==> src/rtl/down_count_pkg.sv <==
// down_count_pkg: shared state encoding and default width for the down_count slice.
package down_count_pkg;
    typedef enum logic [1:0] {IDLE, COUNT, DONE} state_e;
    localparam int DEFAULT_WIDTH = 4;
endpackage

==> src/rtl/down_count_if.sv <==
// down_count_if: load/enable request and count/status response bundle for down_count.
interface down_count_if import down_count_pkg::*; #(parameter int WIDTH = DEFAULT_WIDTH) ();
    logic             load;
    logic [WIDTH-1:0] load_val;
    logic             en;
    logic [WIDTH-1:0] out;
    logic             zero;
    logic             tc;
    logic             busy;
    modport master(output load, load_val, en, input out, zero, tc, busy);
    modport slave(input load, load_val, en, output out, zero, tc, busy);
endinterface

==> src/rtl/down_count_ctrl.sv <==
// down_count_ctrl: IDLE/COUNT/DONE sequencing, terminal-count pulse and busy flag.
// DOWN_COUNT_AUTO_RELOAD_EN keeps the FSM in COUNT across the terminal step.
module down_count_ctrl import down_count_pkg::*; (
    input  logic clk,
    input  logic rst,
    input  logic load,
    input  logic load_zero,
    input  logic en,
    input  logic one,
    output logic dec,
    output logic term,
    output logic tc,
    output logic busy
);
`ifdef DOWN_COUNT_AUTO_RELOAD_EN
    localparam state_e TERM_STATE = COUNT;
`else
    localparam state_e TERM_STATE = DONE;
`endif
    state_e state_q, state_d;
    logic   tc_q, tc_d;
    always_ff @(posedge clk or negedge rst) begin
        if (!rst) begin
            state_q <= IDLE;
            tc_q    <= 1'b0;
        end else begin
            state_q <= state_d;
            tc_q    <= tc_d;
        end
    end
    // load outranks the enable in every state, so it also suppresses a coincident terminal step
    always_comb begin
        dec     = !load && state_q == COUNT && en;
        term    = dec && one;
        tc_d    = term;
        state_d = load ? (load_zero ? DONE : COUNT) : term ? TERM_STATE : state_q;
    end
    assign tc   = tc_q;
    assign busy = state_q == COUNT;
endmodule

==> src/rtl/down_count.sv <==
// down_count: loadable down-counter datapath (count, zero flag, optional reload register).
// DOWN_COUNT_AUTO_RELOAD_EN reloads the last loaded value on each terminal step.
module down_count import down_count_pkg::*; #(parameter int WIDTH = DEFAULT_WIDTH) (
    input logic        clk,
    input logic        rst,
    down_count_if.slave bus
);
    localparam logic [WIDTH-1:0] ONE = WIDTH'(1);
    logic [WIDTH-1:0] out_q, out_d, wrap;
    logic             zero_q, zero_d;
    logic             dec, term;
    down_count_ctrl u_ctrl (
        .clk(clk),
        .rst(rst),
        .load(bus.load),
        .load_zero(bus.load_val == '0),
        .en(bus.en),
        .one(out_q == ONE),
        .dec(dec),
        .term(term),
        .tc(bus.tc),
        .busy(bus.busy)
    );
`ifdef DOWN_COUNT_AUTO_RELOAD_EN
    logic [WIDTH-1:0] reload_q, reload_d;
    always_ff @(posedge clk or negedge rst) begin
        if (!rst) reload_q <= '0;
        else      reload_q <= reload_d;
    end
    always_comb reload_d = bus.load ? bus.load_val : reload_q;
    assign wrap = reload_q;
`else
    assign wrap = '0;
`endif
    always_ff @(posedge clk or negedge rst) begin
        if (!rst) begin
            out_q  <= '0;
            zero_q <= 1'b1;
        end else begin
            out_q  <= out_d;
            zero_q <= zero_d;
        end
    end
    // the terminal step replaces the decrement, so out never wraps below zero
    always_comb begin
        out_d  = bus.load ? bus.load_val : term ? wrap : dec ? out_q - ONE : out_q;
        zero_d = out_d == '0;
    end
    assign bus.out  = out_q;
    assign bus.zero = zero_q;
endmodule

==> src/flat_wrapper.sv <==
// flat-port wrapper written by rule: the top's interface ports become plain ports
module down_count_flat import down_count_pkg::*;
#(parameter int WIDTH = DEFAULT_WIDTH)
  (clk, rst, bus_load, bus_load_val, bus_en, bus_out, bus_zero, bus_tc, bus_busy);
  down_count_if #(.WIDTH(WIDTH)) bus_i ();
  input logic clk;
  input logic rst;
  input wire logic [$bits(bus_i.load)-1:0] bus_load;
  input wire logic [$bits(bus_i.load_val)-1:0] bus_load_val;
  input wire logic [$bits(bus_i.en)-1:0] bus_en;
  output wire logic [$bits(bus_i.out)-1:0] bus_out;
  output wire logic [$bits(bus_i.zero)-1:0] bus_zero;
  output wire logic [$bits(bus_i.tc)-1:0] bus_tc;
  output wire logic [$bits(bus_i.busy)-1:0] bus_busy;
  assign bus_i.load = bus_load;
  assign bus_i.load_val = bus_load_val;
  assign bus_i.en = bus_en;
  assign bus_out = bus_i.out;
  assign bus_zero = bus_i.zero;
  assign bus_tc = bus_i.tc;
  assign bus_busy = bus_i.busy;
  down_count #(.WIDTH(WIDTH)) u_core (.clk(clk), .rst(rst), .bus(bus_i));
endmodule
==> config.mk <==
export PLATFORM = sky130hd
export DESIGN_NAME = down_count_flat
export DESIGN_NICKNAME = d
export VERILOG_FILES = /design/src/rtl/down_count_pkg.sv /design/src/rtl/down_count_if.sv /design/src/rtl/down_count_ctrl.sv /design/src/rtl/down_count.sv /design/src/flat_wrapper.sv
export SDC_FILE = /design/constraint.sdc
export NUM_CORES = 1
export LEC_CHECK = 0
export ABC_AREA = 1
export BUFFER_PORTS_ARGS = -buffer_cell sky130_fd_sc_hd__clkbuf_2
export CORE_AREA = 2 2 39 41
export CTS_BUF_LIST = sky130_fd_sc_hd__clkbuf_4 sky130_fd_sc_hd__clkbuf_8
export CTS_CLUSTER_SIZE = 30
export DETAILED_ROUTE_END_ITERATION = 7
export DIE_AREA = 0 0 41 43
export GPL_ROUTABILITY_DRIVEN = 0
export PLACE_DENSITY = 0.6
export SKIP_CTS_REPAIR_TIMING = 1
export SLEW_MARGIN = 15
export SYNTH_ARGS = -nofsm -noshare
export SYNTH_HDL_FRONTEND = slang
export SYNTH_HIERARCHICAL = 1
export SYNTH_SLANG_ARGS = --single-unit
==> constraint.sdc <==
create_clock -name clk -period 2.2 [get_ports clk]
set_input_delay 0.11 -clock clk [delete_from_list [all_inputs] [get_ports clk]]
set_output_delay 0.11 -clock clk [all_outputs]
set_load 0.02 [all_outputs]
==> impl_metrics.toml <==
[status]
status = "completed"

[worst_setup_path]
r2r_cells = 12
cp_slowest_cell = "dfrtp_1"
cp_cell_sequence = "inv_1 > ha_1 > nand2_1 > nor2_1 > nand3_2 > inv_1 > nor2_2 > nand3_1 > nand2_2 > nor2_2 > nand2_1 > nor2_2"
r2r-end = "u_core/bus.zero$_DFF_PN1_"
crit_fanout = 4
worstPathRequired_ns = 2.39
crit_start = "u_core/bus.out[1]$_DFF_PN0_"
path_common_cell = "nor2_2"
reg2reg_slack_ns = 0.60
startpoint_type = "flip-flop"
path_class = "flip-flop to flip-flop"
cp-end-kind = "flip-flop"
worstPathArrival_ns = 1.79
rr_startpoint = "u_core/bus.out[1]$_DFF_PN0_"
critPathMaxStageDelay_ns = 0.38

[clock_tree]
htreeDepth = 1
clk_latency_ns = 0.26
cts.sinks = 8
cts_tree = "done"
ctsRootBufferMaster = "clkbuf_4"
cts_made_buffers = 3
cts.clk_slew.worst_paths_ns = 0.06
clock_path_buffers = 2

[global_routing]
grt.overflow.total = 0
antenna_found_initial = 0
grt_pass1_vias = 388
grt_usage_pct = 13.5
grt_max_degree = 9
grt_pass1_wl_um = 1600

[route]
vias = 435
first_pass_iters = 4
vias_per_cell = 4.44
dr.first_iter.drc_count = 2
drc = 0
routed_wl_um = 987
post_drt_wl_per_cell_um = 10.1
drtAntennaViolNets = 0

[sta]
hold_viol = 0
max_freq_mhz = 624
tightestPinTransition_ns = 0.364
finalCriticalPeriod_ns = 1.60
clock_skew_ns = 0.0115
fin_ws_ns = 0.596
drv_slew = 0
setup_tns_ns = 0
rsz0062_at_grt = "false"
timing.final.crit_share_pct = 72.9
final-setup-viol-count = 0
hold_slack_ns = 0.0913
relSlewSlack_pct = 75.5

[worst_hold_path]
holdPathEnd = "u_core/bus.out[2]$_DFF_PN0_"
holdPathStages = 3
worstHoldPathType = "input port to flip-flop"
min_from = "bus_load_val[2]"

[layout]
fin_nets = 93
fin_area_sq_um = 618
drive_gt1_share_pct = 39.0
diodes = 0
syn_to_final_growth_pct = 28.6
fillCellCount = 146

[floorplan]
die_w_um = 41
die_y_um = 43
rows = 14
pin_count = 15
coreArea_sq_um = 1380
dieArea_sq_um = 1760
initial_core_util_pct = 34.7

[synth]
synth-seq-cells = 8
yosys_warnings = 6
yosysUniqueCellTypes = 14
ys_seq_area_share_pct = 41.9
postSynthCellCount = 62
netlist_area_sq_um = 480
syn-num-nets = 72
avgSynthCellArea_sq_um = 7.75

[power]
p_seq_share_pct = 43.2
power.net_switching_mw = 0.125
powerDensity_nw_per_um2 = 652
p_leak_nw = 0.350
switching_share_pct = 31.1
pwr-share-comb_pct = 23.6
p_total_mw = 0.403
vdd_drop_max_v = 0.000475
clkPwrFrac_pct = 33.2
p_int_mw = 0.278

[flow_run]
drv_cap = 0

[place]
dp_hpwl_um = 807
place_area_sq_um = 578
pre_cts_slack_ns = 0.604
place.port_buffers = 14
registers in the layout, indices dropped and copies added, names as in the netlist:
name and count:
u_core/bus.out 4, u_core/bus.zero 1, u_core/u_ctrl/state_q 2, u_core/u_ctrl/tc 1
worst max-delay path by stage:
stage	end	slack [ns]	cells past startpoint
3_3_place_gp	u_core/bus.zero$_DFF_PN1_	0.60	11
2_1_floorplan	u_core/bus.zero$_DFF_PN1_	0.67	11
4_1_cts	u_core/bus.zero$_DFF_PN1_	0.58	11
6_report	u_core/bus.zero$_DFF_PN1_	0.60	12
3_5_place_dp	u_core/bus.zero$_DFF_PN1_	0.60	11
5_1_grt	u_core/bus.zero$_DFF_PN1_	0.41	11
through the flow:
stage | instances | utilization [%]
2_1_floorplan | 62 | -
6_report | 98 | 44.7
3_3_place_gp | 93 | 41.8
4_1_cts | 97 | 43.9
5_1_grt | 98 | 44.7
3_5_place_dp | 93 | 41.8
worst max-delay path, delay by kind of cell (launching register included):
family	cells	cell delay, ns
adder cells (fa/ha/maj)	1	0.16
buffers and inverters	2	0.22
flip-flops	1	0.38
AND/OR/NAND/NOR	9	0.79
final cells by class:
cell class | instances | area [sq um] | share of cell area, %
clock buffers | 4 | 30.0 | 4.86
inverters | 10 | 37.5 | 6.07
multi-input cells | 44 | 241 | 39.1
flip-flops and latches | 8 | 201 | 32.6
well taps | 16 | 20.0 | 3.24
repair buffers | 16 | 87.6 | 14.2
logic make-up after synthesis:
kind of cell	synth area share, %
flip-flops	41.9
adder cells (fa/ha/maj)	5.21
buffers and inverters	7.81
AND/OR/NAND/NOR	45.1
routing by layer:
layer | vias to the layer above | GRT usage (%) | share of wire [%]
met5 | - | 0 | 0
li1 | 235 | - | -
met1 | 183 | 17.5 | 46
met4 | 0 | 2.00 | 0
met3 | 0 | 6.28 | 8.4
met2 | 17 | 20.6 | 45
placed cells by master (no fill, tap or decap), drive strengths merged:
cell type | synthesis | final
buf | 0 | 1
ha | 2 | 2
nor2 | 8 | 8
clkbuf | 0 | 18
nand2 | 22 | 22
inv | 10 | 10
nor4 | 2 | 2
dfstp | 1 | 1
dfrtp | 7 | 7
or2 | 1 | 1
dlygate4sd3 | 0 | 1
nand3 | 9 | 9
synth_stat cells:
master,instances,area [sq um]
dfrtp_1,7,175
nand3_2,3,30.0
nand2_1,20,75.1
nor2_1,3,11.3
inv_1,9,33.8
nor2_2,4,25.0
ha_1,2,25.0
nor2_4,1,11.3
nor4_1,2,12.5
inv_2,1,3.75
dfstp_2,1,26.3
nand3_1,6,30.0
nand2_2,2,12.5
or2_4,1,8.76
power by group through the flow:
stage	logic [mW]	clock network, mW	registers [mW]
final	0.0952	0.134	0.174
after global routing	0.109	0.147	0.176
after CTS	0.0949	0.138	0.175
after detailed placement	0.0945	0	0.177
after global placement	0.0931	0	0.176
after floorplan	0.0503	0	0.186
Power figures use the tool's default switching activity.
